File: src/rtl/uart_arb_pkg.sv
// rtl/uart_arb_pkg.sv - shared state encoding, widths and pointer helper for uart_tx_arbiter
package uart_arb_pkg;

  localparam int STATE_W    = 2;
  localparam int HOLD_CNT_W = 24;

  typedef enum logic [STATE_W-1:0] {
    ARB_IDLE       = 2'd0,
    ARB_WAIT_START = 2'd1,
    ARB_WAIT_DONE  = 2'd2,
    ARB_HOLD       = 2'd3
  } arb_state_t;

  function automatic int rr_next(input int idx, input int n);
    return (idx + 1 >= n) ? 0 : idx + 1;
  endfunction

endpackage

File: src/rtl/uart_tx_arbiter_if.sv
// rtl/uart_tx_arbiter_if.sv - requester byte handshake plus uart transmit pins seen by the arbiter
interface uart_tx_arbiter_if #(
  parameter int NUM_REQ = 4
);

  logic [NUM_REQ-1:0]   req_valid;
  logic [8*NUM_REQ-1:0] req_data;
  logic [NUM_REQ-1:0]   req_last;
  logic [NUM_REQ-1:0]   req_ack;
  logic                 uart_transmit;
  logic [7:0]           uart_tx_byte;
  logic                 uart_is_transmitting;

  modport master (
    output req_valid, req_data, req_last, uart_is_transmitting,
    input  req_ack, uart_transmit, uart_tx_byte
  );

  modport slave (
    input  req_valid, req_data, req_last, uart_is_transmitting,
    output req_ack, uart_transmit, uart_tx_byte
  );

endinterface

File: src/rtl/uart_rr_pick.sv
// rtl/uart_rr_pick.sv - combinational round-robin picker: first set request at or after ptr, wrapping
module uart_rr_pick #(
  parameter  int NUM_REQ = 4,
  localparam int IDX_W   = $clog2(NUM_REQ)
) (
  input  logic [NUM_REQ-1:0] req,
  input  logic [IDX_W-1:0]   ptr,
  output logic               found,
  output logic [IDX_W-1:0]   idx
);

  logic [IDX_W:0]   sum;
  logic [IDX_W-1:0] cand;

  always_comb begin
    found = 1'b0;
    idx   = '0;
    sum   = '0;
    cand  = '0;
    // Scan from the farthest offset down so the nearest request is written last and wins.
    for (int k = NUM_REQ - 1; k >= 0; k--) begin
      sum = {1'b0, ptr} + (IDX_W + 1)'(k);
      if (sum >= (IDX_W + 1)'(NUM_REQ)) begin
        sum = sum - (IDX_W + 1)'(NUM_REQ);
      end
      cand = sum[IDX_W-1:0];
      if (req[cand]) begin
        found = 1'b1;
        idx   = cand;
      end
    end
  end

endmodule

File: src/rtl/uart_tx_arbiter.sv
// rtl/uart_tx_arbiter.sv - round-robin arbiter sharing one UART transmitter among NUM_REQ byte sources
// Packet locking, ARB_HOLD and the hold timer exist only when UART_ARB_LOCK_EN is defined.
module uart_tx_arbiter
  import uart_arb_pkg::*;
#(
  parameter  int NUM_REQ      = 4,
  parameter  int HOLD_TIMEOUT = 1000000,
  localparam int IDX_W        = $clog2(NUM_REQ)
) (
  input  logic              clk,
  input  logic              rst,
  uart_tx_arbiter_if.slave  bus,
  output logic              busy,
  output logic [IDX_W-1:0]  grant_id,
  output logic              hold_timeout
);

  arb_state_t         state, state_next;
  logic [IDX_W-1:0]   ptr, ptr_next;
  logic [IDX_W-1:0]   grant_next, issue_idx, pick_idx;
  logic [NUM_REQ-1:0] ack_next;
  logic [7:0]         tx_byte_next;
  logic               transmit_next, tout_next;
  logic               issue, pick_found;
  logic               lock, lock_next;

`ifdef UART_ARB_LOCK_EN
  logic [HOLD_CNT_W-1:0] hold_cnt, hold_cnt_next;
`else
  localparam int unused_hold_timeout = HOLD_TIMEOUT;
  logic unused_last;
  assign unused_last = ^bus.req_last;
`endif

  uart_rr_pick #(
    .NUM_REQ (NUM_REQ)
  ) u_pick (
    .req   (bus.req_valid),
    .ptr   (ptr),
    .found (pick_found),
    .idx   (pick_idx)
  );

  always_comb begin
    state_next    = state;
    ptr_next      = ptr;
    lock_next     = lock;
    grant_next    = grant_id;
    ack_next      = '0;
    transmit_next = 1'b0;
    tx_byte_next  = bus.uart_tx_byte;
    tout_next     = 1'b0;
    issue         = 1'b0;
    issue_idx     = grant_id;
`ifdef UART_ARB_LOCK_EN
    hold_cnt_next = hold_cnt;
`endif

    case (state)
      ARB_IDLE: begin
        // Foreign uart activity blocks any new issue.
        if (pick_found && !bus.uart_is_transmitting) begin
          issue     = 1'b1;
          issue_idx = pick_idx;
        end
      end
      ARB_WAIT_START: begin
        if (bus.uart_is_transmitting) begin
          state_next = ARB_WAIT_DONE;
        end
      end
      ARB_WAIT_DONE: begin
        if (!bus.uart_is_transmitting) begin
          if (lock) begin
            state_next = ARB_HOLD;
`ifdef UART_ARB_LOCK_EN
            hold_cnt_next = '0;
`endif
          end else begin
            state_next = ARB_IDLE;
            ptr_next   = IDX_W'(rr_next(int'(grant_id), NUM_REQ));
          end
        end
      end
`ifdef UART_ARB_LOCK_EN
      ARB_HOLD: begin
        // A byte arriving on the timeout cycle still wins over the timeout.
        if (bus.req_valid[grant_id]) begin
          issue     = 1'b1;
          issue_idx = grant_id;
        end else if (hold_cnt >= HOLD_CNT_W'(HOLD_TIMEOUT - 1)) begin
          tout_next  = 1'b1;
          lock_next  = 1'b0;
          ptr_next   = IDX_W'(rr_next(int'(grant_id), NUM_REQ));
          state_next = ARB_IDLE;
        end else if (hold_cnt != '1) begin
          hold_cnt_next = hold_cnt + 1'b1;
        end
      end
`endif
      default: begin
        state_next = ARB_IDLE;
      end
    endcase

    if (issue) begin
      transmit_next       = 1'b1;
      ack_next[issue_idx] = 1'b1;
      tx_byte_next        = bus.req_data[8*issue_idx +: 8];
      grant_next          = issue_idx;
      state_next          = ARB_WAIT_START;
`ifdef UART_ARB_LOCK_EN
      lock_next           = ~bus.req_last[issue_idx];
`else
      lock_next           = 1'b0;
`endif
    end
  end

  always_ff @(posedge clk) begin
    if (rst) begin
      state             <= ARB_IDLE;
      ptr               <= '0;
      lock              <= 1'b0;
      grant_id          <= '0;
      busy              <= 1'b0;
      hold_timeout      <= 1'b0;
      bus.req_ack       <= '0;
      bus.uart_transmit <= 1'b0;
      bus.uart_tx_byte  <= '0;
    end else begin
      state             <= state_next;
      ptr               <= ptr_next;
      lock              <= lock_next;
      grant_id          <= grant_next;
      busy              <= (state_next != ARB_IDLE);
      hold_timeout      <= tout_next;
      bus.req_ack       <= ack_next;
      bus.uart_transmit <= transmit_next;
      bus.uart_tx_byte  <= tx_byte_next;
    end
  end

`ifdef UART_ARB_LOCK_EN
  always_ff @(posedge clk) begin
    if (rst) begin
      hold_cnt <= '0;
    end else begin
      hold_cnt <= hold_cnt_next;
    end
  end
`endif

endmodule

File: src/flat_wrapper.sv
// flat-port wrapper written by rule: the top's interface ports become plain ports
module uart_tx_arbiter_flat import uart_arb_pkg::*;
#(
  parameter  int NUM_REQ      = 4,
  parameter  int HOLD_TIMEOUT = 1000000,
  localparam int IDX_W        = $clog2(NUM_REQ)
)
  (clk, rst, busy, grant_id, hold_timeout, bus_req_valid, bus_req_data, bus_req_last, bus_uart_is_transmitting, bus_req_ack, bus_uart_transmit, bus_uart_tx_byte);
  uart_tx_arbiter_if #(.NUM_REQ(NUM_REQ)) bus_i ();
  input  logic clk;
  input  logic rst;
  output logic busy;
  output logic [IDX_W-1:0] grant_id;
  output logic hold_timeout;
  input wire logic [$bits(bus_i.req_valid)-1:0] bus_req_valid;
  input wire logic [$bits(bus_i.req_data)-1:0] bus_req_data;
  input wire logic [$bits(bus_i.req_last)-1:0] bus_req_last;
  input wire logic [$bits(bus_i.uart_is_transmitting)-1:0] bus_uart_is_transmitting;
  output wire logic [$bits(bus_i.req_ack)-1:0] bus_req_ack;
  output wire logic [$bits(bus_i.uart_transmit)-1:0] bus_uart_transmit;
  output wire logic [$bits(bus_i.uart_tx_byte)-1:0] bus_uart_tx_byte;
  assign bus_i.req_valid = bus_req_valid;
  assign bus_i.req_data = bus_req_data;
  assign bus_i.req_last = bus_req_last;
  assign bus_i.uart_is_transmitting = bus_uart_is_transmitting;
  assign bus_req_ack = bus_i.req_ack;
  assign bus_uart_transmit = bus_i.uart_transmit;
  assign bus_uart_tx_byte = bus_i.uart_tx_byte;
  uart_tx_arbiter #(.NUM_REQ(NUM_REQ), .HOLD_TIMEOUT(HOLD_TIMEOUT)) u_core (.clk(clk), .rst(rst), .bus(bus_i), .busy(busy), .grant_id(grant_id), .hold_timeout(hold_timeout));
endmodule
File: config.mk
export PLATFORM = sky130hd
export DESIGN_NAME = uart_tx_arbiter_flat
export DESIGN_NICKNAME = d
export VERILOG_FILES = /design/src/rtl/uart_arb_pkg.sv /design/src/rtl/uart_tx_arbiter_if.sv /design/src/rtl/uart_rr_pick.sv /design/src/rtl/uart_tx_arbiter.sv /design/src/flat_wrapper.sv
export SDC_FILE = /design/constraint.sdc
export NUM_CORES = 1
export LEC_CHECK = 0
export CAP_MARGIN = 20
export CORE_MARGIN = 1
export CORE_UTILIZATION = 33
export CTS_CLUSTER_SIZE = 28
export DETAILED_ROUTE_END_ITERATION = 6
export PLACE_DENSITY = 0.87
export RECOVER_POWER = 100
export SLEW_MARGIN = 20
export SYNTH_ARGS = -nofsm -noshare
export SYNTH_HDL_FRONTEND = slang
export SYNTH_SLANG_ARGS = --single-unit
File: constraint.sdc
create_clock -name clk -period 1.8 [get_ports clk]
set_clock_uncertainty 0.2 [all_clocks]
set_input_delay 0.36 -clock clk [delete_from_list [all_inputs] [get_ports clk]]
set_output_delay 0.36 -clock clk [all_outputs]
set_load 0.03 [all_outputs]
## Word level (Yosys, flattened, before mapping)

Cells that the tools add are included.

- Output and inout port bits: 17
- Input bits: 43
- Word-level logic and storage cells: 70
- Bits in registers: 20

- Equal/unequal tests: 2
- Add/sub/neg operators: 8
- Magnitude comparators: 11
- Reductions and logical operators: 7
- Multiplexer cells: 32
- Bitwise gates (word level): 2
- Shift-type cells: 1

Operators with widths:

| operator | count |
|---|---|
| $shiftx 32x6->8 | 1 |
| $mux 2 | 14 |
| $lt 2x3->1 const B | 5 |
| $ge 3x3->1 const B | 4 |
| $mux 1 | 12 |
| $bmux 1 s2 | 4 |
| $sub 2x1->2 const B | 4 |
| $add 2x1->3 const B | 2 |
| $add 2x2->3 const B | 2 |
| $pmux 2 s3 | 1 |
| $ge 2x3->1 const B | 1 |
| $demux 1 s2 | 1 |
| $eq 2x1->1 const B | 1 |
| $eq 2x2->1 const B | 1 |
| $ge 2x1->1 const B | 1 |
| $logic_and 1x1->1 | 2 |
| $logic_not 2->1 | 1 |
| $not 1->1 | 2 |
| $reduce_and 2->1 | 1 |
| $reduce_bool 2->1 | 1 |
| $reduce_or 2->1 | 1 |
| $logic_not 1->1 | 1 |

## Depth between registers and ports, before layout

- Depth in word-level cells: 16
- Mapped depth: 8

## Modules after synthesis

Synthesis repeated with hierarchy kept, for this count alone.

- Cells, all modules: 99
- Area total of the unflattened synthesis: 998.5 µm²

Modules (own cells, without submodules):

| module | cells each | instances | area each (µm²) | sequential area each (µm²) |
|---|---|---|---|---|
| uart_tx_arbiter | 86 | 1 | 920.9 | 400.4 |
| uart_rr_pick | 13 | 1 | 77.6 | 0.0 |

## Worst setup path before layout

No wires, ideal clock.

- Path type: input port to flip-flop
- From: input port bus_req_valid[1]
- To: register u_core.bus.uart_tx_byte[0]
- Required time: 1509 ps
- Arrival time: 1626 ps
- Slack: -117 ps
- Stages on the path: 7
- Cell sequence: buf_2 > nor4_2 > or4_1 > clkbuf_2 > a21oi_4 > nand3_1 > a311oi_1

- Longest elaborated chain between the ends: 10

Ends and longest elaborated chain:

| item | RTL line | RTL |
|---|---|---|
| from (decl) | flat_wrapper.sv:15 | `input wire logic [$bits(bus_i.req_valid)-1:0] bus_req_valid;` |
| $bmux 1 s2 | uart_rr_pick.sv:27 | `if (req[cand]) begin` |
| $mux 1 (not written as such) | uart_rr_pick.sv:27 |  |
| $mux 1 (4 in series) | uart_rr_pick.sv:27 |  |
| $logic_and 1x1->1 | uart_tx_arbiter.sv:62 | `if (pick_found && !bus.uart_is_transmitting) begin` |
| $mux 2 | uart_tx_arbiter.sv:62 |  |
| $mux 2 | uart_tx_arbiter.sv:59 | `case (state)` |
| $shiftx 32x6->8 | uart_tx_arbiter.sv:109 | `tx_byte_next = bus.req_data[8*issue_idx +: 8];` |
| to (signal assigned) | uart_tx_arbiter.sv:140 | `bus.uart_tx_byte <= tx_byte_next;` |
| to (decl) | uart_tx_arbiter_if.sv:21 | `output req_ack, uart_transmit, uart_tx_byte` |

Several ways; a longest one is shown, not always the timed one. The select of a mux whose other input is x is not followed.
A chain may end at the register's enable or synchronous reset.

## Worst setup path in the final report

- From: input port bus_req_valid[3]
- To: register u_core.bus.uart_tx_byte[4]

The elaborated chain is that of the path after synthesis.

==> flow_summary.ini <==
[yosys]
avgSynthCellArea_um2 = 8.43
netlist_top_cells_area = dfxtp_1 39%, a221oi_1 6.9%, a311oi_1 6.9%, nor2_1 5.5%, nand3_1 4.4%
ys.flop_type = dfxtp_1
yosysMostFrequentCell = dfxtp_1
yosys.area.top_type_share_pct = 39.3
syn_inst = 121
synth_fp_nets = 165
yosys_warnings = 0
yosysSeqAreaShare_pct = 39.3
netlist_area_mm2 = 0.00102
synth_edf_count = 0
yosys_register_bits = 20
synthArstFlopShare_pct = 0
synthTopCellsByCount = 20 x dfxtp_1, 15 x nor2_1, 11 x nand2_1
yosys.area.top_type = dfxtp_1
synth_cell_types = 36

[run_status]
status = finished, violations left
violations = DRC, setup timing

[critical_path]
cp-startpoint = bus_req_valid[3]
cp_data_required_time_ns = 1.82
r2r_slack_ns = 0.01
cpLargestDelayFamily = compound AO/OA/AOI/OAI gates
path_class = input port to flip-flop
crit_path_end_kind = flip-flop
cp_data_arrival_time_ns = 1.83
crit_buf_inv = 2
cp_max_fo = 6
cp_cell_sequence = dlygate4sd2_1 -> buf_4 -> a311o_1 -> a21oi_4 -> nand3_1 -> a311oi_1
rr_startpoint = u_core.state[1]
cp_slowest_cell = a311o_1
cp_slowest_stage_delay_ns = 0.41
cp-start-kind = input port

[floorplan]
die_area_mm2 = 0.00332
rows = 19
start_util_pct = 35.7
ios = 60
core_mm2 = 0.00285
die_w_um = 57.6
dieHeight_um = 57.6

[clock_network]
holdBufCountCts = 0
cts_tree = yes
clock_latency_ns = 0.30
numCtsBuffers = 3
cts.sinks = 20
htree_levels = 1
path_clk_slew_ns = 0.12
cts.path.max_buffers = 2
root_buffer = clkbuf_4

[pwr]
p_per_area_mw_per_mm2 = 584
p_leak_nw = 0.784
ir_drop_mv = 0.267

[finish]
area_delta_synth_final_pct = 83.8
n_antenna_cell = 0
regArea_um2 = 404
fillerInstances = 226
postLayoutCellArea_mm2 = 0.00187
drive_above_1_share_pct = 29.2
finish.net_count = 241
multi_input_area_um2 = 704

[sta]
setup_slack_ns = -0.00455
min_period_over_period_pct = 100
worst_pin_slew_ns = 0.483
hold_viol_final = 0
period_minus_slack_ns = 1.80
finalSetupViolations = 1
maxSlewViolCount = 0
rsz0062_at_grt = true
max_freq_mhz = 554
max_slew_margin_pct = 67.0
tns_ns = -0.00455

[placement]
port_buffers = 54
dpl-instance-area_mm2 = 0.00177
globalplace.congestion = 0.796
dp_hpwl_um = 2790

[route]
routed-via-count = 1302
ant_nets = 0
drt_iter0_drc = 51
drc = 5
wl_met1_um = 1430
wl_met3_um = 268
wire_per_inst_um = 16.7
routed.top_layer = met4
dr_wl_met2_um = 1950
dr.pass1.iters = 6
wirelength_um = 3770
vias_per_cell = 5.76

[flow_run]
drv_cap = 0

[global_route]
antenna_found_initial = 0
grt_max_degree = 11
grt-ovfl-total = 0
grt_pass1_wl_um = 5630
grt_pass1_vias = 1302
grt_use_total_pct = 22.6

[min_path]
holdCritStartpoint = u_core.grant_id[1]
holdCritPathClass = flip-flop to flip-flop
## per-layer routing
metal	up-vias	global-route usage [%]
li1	600	-
met1	617	23.7
met2	70	42.4
met3	15	3.63
met4	0	12.5
met5	-	0
## worst register-to-register path, cell delays in order, from the launching register on
cell and delay [ns]:
dfxtp_2 0.34, or4_4 0.59, a21oi_4 0.24, nand3_1 0.10, a311oi_1 0.23
## area by class of cell
type	instances	area share [%]
clock buffer	3	1.20
inverter	3	0.601
multi-input combinational	91	37.6
sequential	20	21.6
tap	31	2.07
timing repair buffer	78	37.0
## sequential cells by signal (all words and copies together), names as in the netlist
signal and count:
u_core.bus.req_ack 4, u_core.bus.uart_tx_byte 8, u_core.bus.uart_transmit 1, u_core.busy 1
u_core.grant_id 2, u_core.state 2, u_core.ptr 2
## layout by cell type, fill, tap and decap left out, types with 3 or more instances in the layout
master	n
nand2_1	11
clkbuf_4	3
nand3_1	7
a221oi_2	7
a21oi_1	3
nor2_1	13
inv_1	3
a311oi_2	4
nor2b_1	4
dlygate4sd2_1	18
clkdlybuf4s50_1	33
dfxtp_1	17
buf_6	3
dfxtp_2	3
buf_4	19
a311oi_1	4
## per-stage QoR
step	cells	hold slack (ns)	worst slack [ns]	total power [mW]	utilization, %
4_1_cts	226	0.296	-0.00376	1.07	64.3
6_report	226	0.293	-0.00455	1.09	65.7
3_3_place_gp	219	0.269	-0.628	0.848	61.9
3_5_place_dp	219	0.280	-0.722	0.861	61.9
5_1_grt	226	0.327	-0.0578	1.15	65.7
2_1_floorplan	121	0.232	-0.0246	0.671	-
## final timing paths
check	endpoint	cells past startpoint
max	u_core.bus.uart_tx_byte[4]	6
min	u_core.grant_id[1]	2
max reg2reg	u_core.bus.uart_tx_byte[4]	4
min reg2reg	u_core.grant_id[1]	2
## report_power, final
part | internal, mW | leakage (nW) | switching [mW]
clock network | 0.0782 | 0.0138 | 0.145
registers | 0.470 | 0.165 | 0.0137
logic | 0.189 | 0.605 | 0.200
## what timing repair did
action	4_1_cts	5_1_grt
resized for setup	35	15
cloned	2	0
pin swaps	6	7
setup buffers	2	0
endpoints found under the hold margin	0	0
setup endpoints to repair	31	8
## kinds of logic after synthesis
family | share of synthesized area (%)
buffers and inverters | 5.40
XOR/XNOR | 0.859
AO/OA/AOI/OAI | 25.2
AND/OR/NAND/NOR | 25.8
adder cells (fa/ha/maj) | 1.23
multiplexers | 1.96
other | 0.368
flip-flops | 39.3
(Power assumes the default switching activity.)
